[src/rtl/alu_share_ctrl.sv]
// alu_share_ctrl: round-robin sequencer sharing one 8-bit ALU between two requesters.
// Issues a captured operation, waits LAT cycles, then returns the ALU result with a one-cycle pulse.
module alu_share_ctrl #(
    parameter int LAT = 1
) (
    input  logic       clock,
    input  logic       reset,
    input  logic       req_valid_0,
    input  logic       req_valid_1,
    output logic       req_ready_0,
    output logic       req_ready_1,
    input  logic [7:0] req_a_0,
    input  logic [7:0] req_b_0,
    input  logic [7:0] req_a_1,
    input  logic [7:0] req_b_1,
    input  logic [1:0] req_s_0,
    input  logic [1:0] req_s_1,
    output logic [7:0] alu_a,
    output logic [7:0] alu_b,
    output logic [1:0] alu_s,
    output logic       alu_L,
    output logic       alu_En,
    input  logic [7:0] alu_f,
    input  logic       alu_cout,
    output logic       rsp_valid_0,
    output logic       rsp_valid_1,
    output logic [7:0] rsp_f,
    output logic       rsp_cout,
    output logic       busy,
    output logic [7:0] done_cnt
);
    typedef enum logic [1:0] {IDLE, ISSUE, WAIT, RESP} state_t;
    state_t     state;
    logic [3:0] cnt;
    logic       last, id, grant_0, grant_1;
    logic [7:0] op_a, op_b;
    logic [1:0] op_s;

    // last == 1 means requester 1 was served last, so requester 0 wins a tie
    always_comb begin
        grant_0 = req_valid_0 && (!req_valid_1 || last);
        grant_1 = req_valid_1 && (!req_valid_0 || !last);
    end

    assign req_ready_0 = state == IDLE && grant_0 && reset;
    assign req_ready_1 = state == IDLE && grant_1 && reset;
    assign alu_a = op_a;
    assign alu_b = op_b;
    assign alu_s = op_s;

    always_ff @(posedge clock or negedge reset) begin
        if (!reset) begin
            state       <= IDLE;
            cnt         <= 4'd0;
            last        <= 1'b1;
            id          <= 1'b0;
            op_a        <= 8'd0;
            op_b        <= 8'd0;
            op_s        <= 2'd0;
            alu_L       <= 1'b0;
            alu_En      <= 1'b0;
            rsp_valid_0 <= 1'b0;
            rsp_valid_1 <= 1'b0;
            rsp_f       <= 8'd0;
            rsp_cout    <= 1'b0;
            busy        <= 1'b0;
            done_cnt    <= 8'd0;
        end else begin
            case (state)
                IDLE: if (req_ready_0 || req_ready_1) begin
                    state  <= ISSUE;
                    id     <= req_ready_1;
                    last   <= req_ready_1;
                    op_a   <= req_ready_1 ? req_a_1 : req_a_0;
                    op_b   <= req_ready_1 ? req_b_1 : req_b_0;
                    op_s   <= req_ready_1 ? req_s_1 : req_s_0;
                    alu_L  <= 1'b1;
                    alu_En <= 1'b1;
                    busy   <= 1'b1;
                end
                ISSUE: begin
                    state <= WAIT;
                    cnt   <= 4'(LAT - 1);
                    alu_L <= 1'b0;
                end
                WAIT: if (cnt == 4'd0) begin
                    state       <= RESP;
                    alu_En      <= 1'b0;
                    rsp_f       <= alu_f;
                    rsp_cout    <= alu_cout;
                    done_cnt    <= done_cnt + 8'd1;
                    rsp_valid_0 <= !id;
                    rsp_valid_1 <= id;
                end else begin
                    cnt <= cnt - 4'd1;
                end
                RESP: begin
                    state       <= IDLE;
                    rsp_valid_0 <= 1'b0;
                    rsp_valid_1 <= 1'b0;
                    busy        <= 1'b0;
                end
                default: state <= IDLE;
            endcase
        end
    end
endmodule

[config.mk]
export PLATFORM = sky130hd
export DESIGN_NAME = alu_share_ctrl
export DESIGN_NICKNAME = d
export VERILOG_FILES = /design/src/rtl/alu_share_ctrl.sv
export SDC_FILE = /design/constraint.sdc
export NUM_CORES = 1
export LEC_CHECK = 0
export ABC_AREA = 1
export BUFFER_PORTS_ARGS = -buffer_cell sky130_fd_sc_hd__buf_4
export CORE_ASPECT_RATIO = 1.75
export CORE_MARGIN = 5
export CORE_UTILIZATION = 45
export CTS_CLUSTER_DIAMETER = 150
export DETAILED_ROUTE_END_ITERATION = 8
export PLACE_DENSITY = 0.76
export SYNTH_ARGS = -nofsm -noshare
export SYNTH_HDL_FRONTEND = slang
export SYNTH_SLANG_ARGS = --single-unit
[constraint.sdc]
create_clock -name clock -period 1.4 [get_ports clock]
set_input_delay 0.07 -clock clock [delete_from_list [all_inputs] [get_ports clock]]
set_output_delay 0.07 -clock clock [all_outputs]
set_load 0.05 [all_outputs]
==> flow_summary_export.csv, run 1 <==
group,metric,value,unit
clocking,clkLatencyLatePin,0.31,ns
floorplan,dieArea,0.007274,sq mm
finish,fill_cells,409,
sta,period_needed,1.565,ns
placed_design,dpl_cell_area,0.003369,sq mm
pwr,p_sw_frac,0.4941,
clocking,clock_path_buffers,2,
placed_design,gp_congestion,0.8084,
sta,fmax,0.6391,GHz
placed_design,dp.final_hpwl,4753,microns
pwr,pwr-share-comb,0.627,
routing,routed_via_density,4.966,
global_route,grt_usage,0.2049,
sta,setup_slack,-0.1646,ns
pwr,pwr_density_cell,2277,mW/mm^2
sta,rsz0062_at_grt,"true",
routing,via_count,2622,
finish,layout-drive-gt1-share,0.3894,
job,maxCapViolations,0,
clocking,htree_levels,2,
synthesis,synth_cells,313,
worst_setup_path,worstSetupEndpointType,"output port",
pwr,ir_worst_vdd,1.645,mV
synthesis,synth-seq-cells,48,
routing,routed_wl,7710,microns
synthesis,synth_area,0.002527,sq mm
floorplan,rows,36,
run_status,outcome,"finished, violations left",
synthesis,yosysWarningCount,0,
synthesis,yosysSeqAreaShare,0.4757,
floorplan,core,0.005540,sq mm
sta,hold_slack,0.06513,ns
pwr,clockPowerShare,0.109,
finish,diodes,0,
routing,ant_nets,0,
synthesis,synth_compound_area_frac,0.02921,
global_route,grt_start_max_net_pins,49,
pwr,power,9.090,mW
placed_design,port_buffers,90,
sta,tightestPinTransition,0.5847,ns
floorplan,fp.dieH,109.1,microns
floorplan,die_w,66.65,microns
sta,drv_slew,0,
sta,skew,0.003971,ns
sta,setup_viol,35,
routing,post_drt_wl_per_cell,14.60,microns
finish,layout_common_cells,"nand2_1 (112), buf_4 (112), dfrtp_1 (47)",
pwr,p_switching,4.492,mW
pwr,internal-power,4.598,mW
sta,tns,-2.813,ns
global_route,overflow,0,
synthesis,synthSimpleGateAreaFrac,0.3421,
sta,max-slew-margin-rel,0.6102,
global_route,grt_pass1_vias,2553,
min_path,hold_class,"in -> reg",
clocking,cts-root-buf,"clkbuf_8",
synthesis,synth-adder-area-share,0.03960,
routing,drc,0,
clocking,clkTransAtPathRegs,0.09,ns
pwr,cellLeakagePower,2.135,nW
run_status,violations,"negative setup slack",
worst_setup_path,slowest_delay,0.40,ns
worst_setup_path,crit_chain,"inv_2, ha_4, nand2_4, inv_2, buf_6, nand2_4, a21oi_4, buf_6",
floorplan,ios,91,
synthesis,synthMuxAreaShare,0,
finish,design_area,0.003993,sq mm
sta,hold_viol,0,
clocking,cts_buffers,5,
synthesis,netlist-cell-type-count,22,
floorplan,start_util,0.4562,
sta,period_share,1.118,
routing,drtPass1Iterations,4,
worst_setup_path,cp-start-kind,"flip-flop",
routing,drtIter0Drc,91,
worst_setup_path,path_max_fanout,2,
synthesis,syn-num-nets,370,
placed_design,post-place-ws,-0.1044,ns
synthesis,postSynthAreaPerCell,8.075,sq um
finish,nets,508,
worst_setup_path,cp.arrival,1.49,ns
worst_setup_path,cp_slowest_cell,"dfrtp_1",
clocking,cts_tree,"built",
synthesis,synth_top_family_by_area,"simple AND/OR/NAND/NOR gates",
worst_setup_path,worstPathRequired,1.33,ns
global_route,antenna_found_initial,0,
pwr,seq_power_share,0.264,
worst_setup_path,worstSetupPathType,"reg -> out",
clocking,cts.sinks,48,
global_route,grt_pass1_wl,11340,microns
finish,area_delta_synth_final,57.97,%
synthesis,synthXorXnorAreaFrac,0.01733,
-- kinds of logic after synthesis --
| kind of cell | after synthesis |
|---|---|
| AOI/OAI and AO/OA | 14 |
| xor gates and xnor gates | 5 |
| adders and majority gates | 8 |
| buffers and inverters | 50 |
| DFF | 48 |
| and+or+nand+nor | 188 |
-- state kept, by name, indices dropped and copies added (netlist names) --
name / flops
alu_En: 1
alu_L: 1
alu_a: 8
alu_b: 8
alu_s: 2
busy: 1
cnt: 4
done_cnt: 8
id: 1
last: 1
rsp_cout: 1
rsp_f: 8
rsp_valid_0: 1
rsp_valid_1: 1
state: 2
-- area by class of cell --
| class | count | area, sq um | share of cell area |
|---|---|---|---|
| clock buffer | 6 | 72.57 | 0.01818 |
| clock inverter | 2 | 35.03 | 0.008775 |
| inverter | 39 | 156.4 | 0.03917 |
| multi-input combinational | 217 | 1236 | 0.3096 |
| sequential | 48 | 1202 | 0.3012 |
| tap | 76 | 95.09 | 0.02382 |
| timing repair buffer | 140 | 1195 | 0.2993 |
-- Yosys cell counts, drive strengths merged --
cell | n | area share
nor2 | 13 | 0.026
buf | 10 | 0.037
nand2 | 126 | 0.20
inv | 39 | 0.058
nand3b | 19 | 0.056
a21oi | 3 | 0.0059
dfstp | 1 | 0.010
or2 | 1 | 0.0025
dfrtp | 47 | 0.47
xor2 | 4 | 0.014
ha | 8 | 0.040
nand3 | 29 | 0.057
o21ai | 11 | 0.023
clkbuf | 1 | 0.0015
xnor2 | 1 | 0.0035
-- critical path, delay by kind of cell, from the launching register on --
kind / cells / cell delay [ns]
buffers and inverters: 4 / 0.41
flip-flops: 1 / 0.40
adder cells (fa/ha/maj): 1 / 0.15
AO/OA/AOI/OAI: 1 / 0.12
AND/OR/NAND/NOR: 2 / 0.11
-- per-layer routing --
layer / track usage / wire, microns
met5: 0 / 0
met4: 0.07413 / 179
met3: 0.03093 / 371
met2: 0.3956 / 4290
met1: 0.2157 / 2869
-- power groups by stage --
stage	sequential, mW	combinational (mW)	clock (mW)
after global routing	2.47	6.08	1.08
after floorplan	4.06	1.62	0
final	2.40	5.70	0.988
after CTS	2.39	5.29	1.01
after detailed placement	2.42	4.84	0
after global placement	2.41	4.74	0
-- metrics by stage --
stage	instances	utilization
floorplan	313	-
CTS	515	0.6870
global placement	485	0.6082
global route	528	0.7206
finish	528	0.7206
detailed placement	485	0.6082
-- repair_timing --
item                       4_1_cts  5_1_grt
buffers inserted                 9       13
cloned                           3        3
hold endpoints to repair        56        0
resized for setup               24       22
setup endpoints to repair       36       49
pin swaps                       15       16
hold buffers                    10        0
-- final timing paths --
path                            start     endpoint  slack [ns]  cells past startpoint
max                          state[1]  req_ready_0       -0.16                      8
min in group asynchronous       reset     alu_b[3]        0.45                      3
min reg2reg                    cnt[0]       cnt[0]        0.49                      1
max reg2reg                  state[1]     alu_a[0]       -0.16                     10
max in group asynchronous       reset  done_cnt[6]        0.55                      3
min                        req_b_0[5]     alu_b[5]        0.07                      5
Note: power is estimated with default switching activity, not from simulation.
==> run 2: changes to the inputs <==
- ABC_AREA: 1 -> 0
- CORE_UTILIZATION: 45 -> 44
==> run 2 against run 1 <==
Against the previous run:
- the flow still finishes with violations (negative setup slack)
- global-route usage rose by 1.3 points
- register-to-register slack got worse by 0.14 ns
- via count fell by 10%
- sequential share of layout area is 0.34 points lower
- utilization grew 8.4 points
- combinational power increased by 9.8%
- count of clock-buffer cells in the layout stayed put
- largest power group unchanged
==> flow_summary_export.csv, run 2 <==
group,metric,value,unit
floorplan,die_w,64.62,microns
synthesis,synth_area,0.002297,sq mm
finish,layout-drive-gt1-share,0.5522,
finish,finish.utilization,0.8043,
placed_design,dpl_cell_area,0.003307,sq mm
pwr,cellLeakagePower,1.928,nW
synthesis,yosysWarningCount,0,
worst_setup_path,worstSetupPathType,"reg -> reg",
sta,period_share,1.216,
clocking,cts.sinks,48,
worst_setup_path,worstSetupStartpoint,"state[0]",
clocking,clkLatencyLatePin,0.30,ns
pwr,power,9.688,mW
finish,diodes,0,
placed_design,dp.final_hpwl,4699,microns
clocking,clock_path_buffers,2,
sta,rsz0062_at_grt,"true",
finish,nets,420,
clocking,cts_tree,"built",
clocking,cts-root-buf,"clkbuf_8",
synthesis,yosysMostFrequentCell,"dfrtp_1",
synthesis,synth_common_cells,"dfrtp_1 (47), nor2_1 (24), o21ai_0 (24)",
synthesis,synth_cells,223,
floorplan,fp.dieH,105.6,microns
floorplan,start_util,0.4576,
sta,period_needed,1.703,ns
clocking,htree_levels,2,
synthesis,synth_top_area_frac,0.5120,
floorplan,ios,91,
sta,max-slew-margin-rel,0.6423,
worst_setup_path,worstPathRequired,1.58,ns
synthesis,synth_edf_count,0,
worst_setup_path,path_max_fanout,5,
routing,via_count,2356,
finish,layout_common_cells,"buf_4 (120), dfrtp_1 (47), nor2_1 (23)",
pwr,pwr_density_cell,2399,mW/mm^2
synthesis,synth-seq-cells,48,
synthesis,postSynthAreaPerCell,10.30,sq um
floorplan,dieArea,0.006823,sq mm
sta,fmax,0.5872,GHz
worst_setup_path,worstSetupEndpointType,"flip-flop",
placed_design,post-place-ws,-0.2048,ns
sta,drv_slew,0,
routing,ant_nets,0,
clocking,clkTransAtPathRegs,0.09,ns
floorplan,rows,34,
sta,hold_slack,0.02944,ns
run_status,outcome,"finished, violations left",
routing,drtPass1Iterations,4,
global_route,overflow,0,
sta,setup_slack,-0.3031,ns
routing,drtIter0Drc,216,
placed_design,gp_congestion,0.7880,
global_route,grt_start_max_net_pins,43,
pwr,ir_worst_vdd,1.482,mV
global_route,antenna_found_initial,0,
finish,final_cells,418,
worst_setup_path,r2r-start,"state[0]",
synthesis,netlist-cell-type-count,35,
finish,final_common_cell,"buf_4",
job,maxCapViolations,0,
run_status,violations,"negative setup slack",
routing,drc,0,
sta,skew,0.004313,ns
synthesis,syn-num-nets,280,
synthesis,synth_flop_cell,"dfrtp_1",
min_path,hold_class,"in -> reg",
placed_design,place_inst,376,
floorplan,core,0.005020,sq mm
sta,tightestPinTransition,0.5366,ns
routing,post_drt_wl_per_cell,19.28,microns
global_route,grt_usage,0.2179,
sta,tns,-5.951,ns
synthesis,synth_top_area_cell,"dfrtp_1",
synthesis,yosysSeqAreaShare,0.5234,
finish,area_delta_synth_final,75.76,%
clocking,cts_buffers,5,
routing,routed_wl,8057,microns
synthesis,yosys-top-cells-area,"dfrtp_1 (51%), o21ai_0 (5.2%), a21oi_1 (5.0%)",
min_path,min_from,"req_a_0[0]",
worst_setup_path,cp.arrival,1.88,ns
routing,routed_via_density,5.636,
sta,setup_viol,48,
global_route,grt_pass1_vias,2414,
finish,design_area,0.004038,sq mm
worst_setup_path,cp-start-kind,"flip-flop",
sta,hold_viol,0,
synthesis,async_reset_ff_frac,1.000,
global_route,grt_pass1_wl,11700,microns
placed_design,port_buffers,90,
==> run 2: worst paths after layout <==
kind                               end  slack (ns)  cells after the start
max                           alu_b[5]       -0.30                      8
min                           alu_a[0]        0.03                      3
max reg2reg                   alu_b[5]       -0.30                      8
min reg2reg                done_cnt[5]        0.50                      1
max in group asynchronous  done_cnt[7]        0.51                      3
min in group asynchronous     state[1]        0.27                      2
==> run 2: kinds of logic after synthesis <==
kind of cell / count (synthesis) / share of synthesized area
multiplexers: 13 / 0.06427
AND/OR/NAND/NOR: 52 / 0.1078
flip-flops: 48 / 0.5234
adder cells (fa/ha/maj): 8 / 0.04357
XOR/XNOR: 7 / 0.02669
buffers and inverters: 23 / 0.05066
AO/OA/AOI/OAI: 72 / 0.1836
==> run 2: routing by layer <==
metal,vias up,GRT usage,part of all wire
met1,1136,0.2271,0.33
met3,24,0.05431,0.067
li1,1080,-,-
met5,-,0,0
met4,0,0.06959,0.028
met2,116,0.4149,0.57
==> run 2: critical path, stage by stage, from the launching register on <==
cell and delay, ns:
dfrtp_1 0.39, inv_2 0.12, ha_4 0.18, buf_6 0.13
o211ai_4 0.13, buf_12 0.17, buf_16 0.12, a31oi_1 0.21
a21oi_1 0.13
==> run 2: layout make-up <==
| class | count | area [sq um] |
|---|---|---|
| fillers | 303 | 982.2 |
| well taps | 54 | 67.56 |
| inverters | 7 | 26.28 |
| flip-flops and latches | 48 | 1202 |
| repair buffers | 148 | 1319 |
| multi-input cells | 153 | 1315 |
| clock inverters | 2 | 35.03 |
| clock buffers | 6 | 72.57 |
==> run 2: what timing repair did <==
item	in CTS	in global routing
resized for setup	28	36
gates cloned	3	1
pin swaps	11	15
hold buffers	10	1
endpoints found under the setup margin	47	48
buffers inserted	10	10
endpoints found under the hold margin	14	1
==> run 2: report_power, final <==
| part | internal [mW] | switching (mW) |
|---|---|---|
| combinational | 2.55 | 3.71 |
| sequential | 2.00 | 0.437 |
| clock | 0.530 | 0.460 |
| total | 5.08 | 4.61 |
==> run 3: changes to the inputs <==
- clock period: 1.4 -> 1.5 ns (I/O delays scaled with it)
==> run 3 against run 2 <==
Against the previous run:
- the flow still finishes with violations (negative setup slack)
- global-route usage fell by 3.5 points
- non-clock buffer count is 22 lower
- via count shrank 9.0%
- setup slack improved by 0.23 ns
- cell area is 13% lower
- count of clock-buffer cells in the layout is 1 lower
- flip-flop and latch count unchanged
- first-iteration DRC count fell by 40%
- utilization shrank 10 points
- routed wire length decreased by 21%
- critical endpoint is now state[1]
- largest cell class is now flip-flops and latches
==> flow_summary_export.csv, run 3 (same netlist as run 2, synthesis figures left out) <==
group,metric,value,unit
run_status,outcome,"finished, violations left",
run_status,violations,"negative setup slack",
sta,max-slew-margin-rel,0.6841,
pwr,pwr-share-comb,0.626,
clocking,cts_tree,"built",
routing,wl_met3,526,microns
floorplan,dieArea,0.006823,sq mm
routing,m1WireLength,2325,microns
worst_setup_path,worstPathRequired,1.68,ns
clocking,clkTransAtPathRegs,0.09,ns
floorplan,ios,91,
global_route,grt_usage,0.1832,
worst_setup_path,path_max_fanout,2,
placed_design,dp.final_hpwl,4532,microns
job,maxCapViolations,0,
floorplan,start_util,0.4576,
global_route,grt_start_max_net_pins,39,
global_route,grt_pass1_wl,10070,microns
clocking,cts_buffers,5,
sta,rsz0062_at_grt,"true",
clocking,htree_levels,2,
routing,routed_wl,6364,microns
placed_design,post-place-ws,-0.09349,ns
finish,nets,397,
placed_design,place_inst,370,
min_path,min_path_cells,2,
routing,wl_met2,3471,microns
routing,drtPass1Iterations,4,
pwr,p_sw_frac,0.4895,
worst_setup_path,cp.arrival,1.75,ns
global_route,grt_pass1_vias,2220,
clocking,clkLatencyLatePin,0.30,ns
routing,top_layer,"met4",
pwr,clockPowerShare,0.095,
finish,diodes,0,
finish,area_delta_synth_final,53.32,%
pwr,cellLeakagePower,1.718,nW
floorplan,fp.dieH,105.6,microns
sta,tns,-0.7101,ns
sta,hold_viol,0,
sta,skew,0.008379,ns
routing,post_drt_wl_per_cell,16.11,microns
sta,drv_slew,0,
min_path,min_to,"rsp_f[3]",
worst_setup_path,worstSetupPathType,"reg -> reg",
routing,via_count,2145,
global_route,antenna_found_initial,0,
global_route,overflow,0,
routing,ant_nets,0,
floorplan,rows,34,
finish,layout_common_cells,"buf_4 (110), dfrtp_1 (47), nor2_1 (23)",
clocking,cts-root-buf,"clkbuf_8",
pwr,p_switching,3.896,mW
routing,drtIter0Drc,130,
sta,setup_viol,16,
pwr,pwr_density_cell,2260,mW/mm^2
worst_setup_path,reg2reg_slack,-0.07,ns
finish,final_cells,395,
sta,period_needed,1.570,ns
worst_setup_path,reg2regPathDepth,5,
floorplan,die_w,64.62,microns
sta,setup_slack,-0.07030,ns
sta,tightestPinTransition,0.4739,ns
routing,routed_via_density,5.430,
worst_setup_path,r2r-start,"cnt[0]",
pwr,seq_power_share,0.280,
placed_design,gp_congestion,0.7662,
min_path,min_from,"alu_f[3]",
placed_design,port_buffers,90,
sta,fmax,0.6368,GHz
finish,layout-drive-gt1-share,0.4545,
clocking,clock_path_buffers,2,
min_path,hold_class,"in -> reg",
sta,hold_slack,0.007986,ns
routing,drc,0,
pwr,internal-power,4.064,mW
worst_setup_path,worstSetupEndpointType,"flip-flop",
floorplan,core,0.005020,sq mm
worst_setup_path,cp-start-kind,"flip-flop",
clocking,cts.sinks,48,
finish,final_common_cell,"buf_4",
pwr,ir_worst_vdd,1.646,mV
worst_setup_path,worstReg2RegEnd,"state[1]",
sta,period_share,1.047,
[run 3: changes by cell type in the layout (fill, tap and decap cells not counted), sizes merged]
| cell | previous run | this run |
|---|---|---|
| clkbuf | 7 | 5 |
| buf | 136 | 119 |
| bufinv | 1 | 0 |
| and3 | 4 | 3 |
| dlygate4sd3 | 11 | 7 |
| clkinv | 1 | 3 |
[run 3: stage by stage]
step | cell area, sq um | util | power (mW)
floorplan | 2381 | - | 5.435
global placement | 3201 | 0.6376 | 6.832
detailed placement | 3201 | 0.6376 | 6.920
CTS | 3466 | 0.6904 | 7.951
global route | 3522 | 0.7016 | 8.402
finish | 3522 | 0.7016 | 7.961
[run 3: what timing repair did]
| item | CTS | global route |
|---|---|---|
| endpoints found under the hold margin | 14 | 1 |
| setup endpoints to repair | 28 | 42 |
| pin swaps | 1 | 18 |
| hold buffers | 6 | 1 |
| setup buffers | 7 | 3 |
| gates resized for setup | 19 | 8 |
[run 3: worst max path at each step]
stage / start / to
4_1_cts: state[0] / req_ready_1
6_report: cnt[0] / state[1]
2_1_floorplan: cnt[0] / state[1]
5_1_grt: cnt[0] / state[1]
3_5_place_dp: cnt[0] / state[1]
3_3_place_gp: cnt[0] / state[1]
[run 3: critical path, cell delays in order (launching register included)]
cell and delay [ns]:
dfrtp_1 0.40, inv_2 0.09, ha_4 0.12, or3b_4 0.39
a22oi_4 0.15, mux2_4 0.31
[run 3: cell type report]
cell class / count / area (sq um)
fillers: 390 / 1498
repair buffers: 126 / 1032
flip-flops and latches: 48 / 1202
inverters: 7 / 26.28
multi-input cells: 152 / 1106
well taps: 54 / 67.56
clock buffers: 5 / 68.82
clock inverters: 3 / 18.77
[run 3: routing by layer]
metal,GRT usage,up-vias
met2,0.3425,91
met3,0.04047,4
met4,0.04992,0
li1,-,1020
met1,0.2041,1030
met5,0,-
[run 3: power by group through the flow]
stage,Clock [mW],Combinational (mW),Sequential (mW)
after floorplan,0,1.49,3.95
after detailed placement,0,4.67,2.25
final,0.753,4.98,2.23
after global routing,0.838,5.24,2.32
after CTS,0.780,4.95,2.22
after global placement,0,4.60,2.23
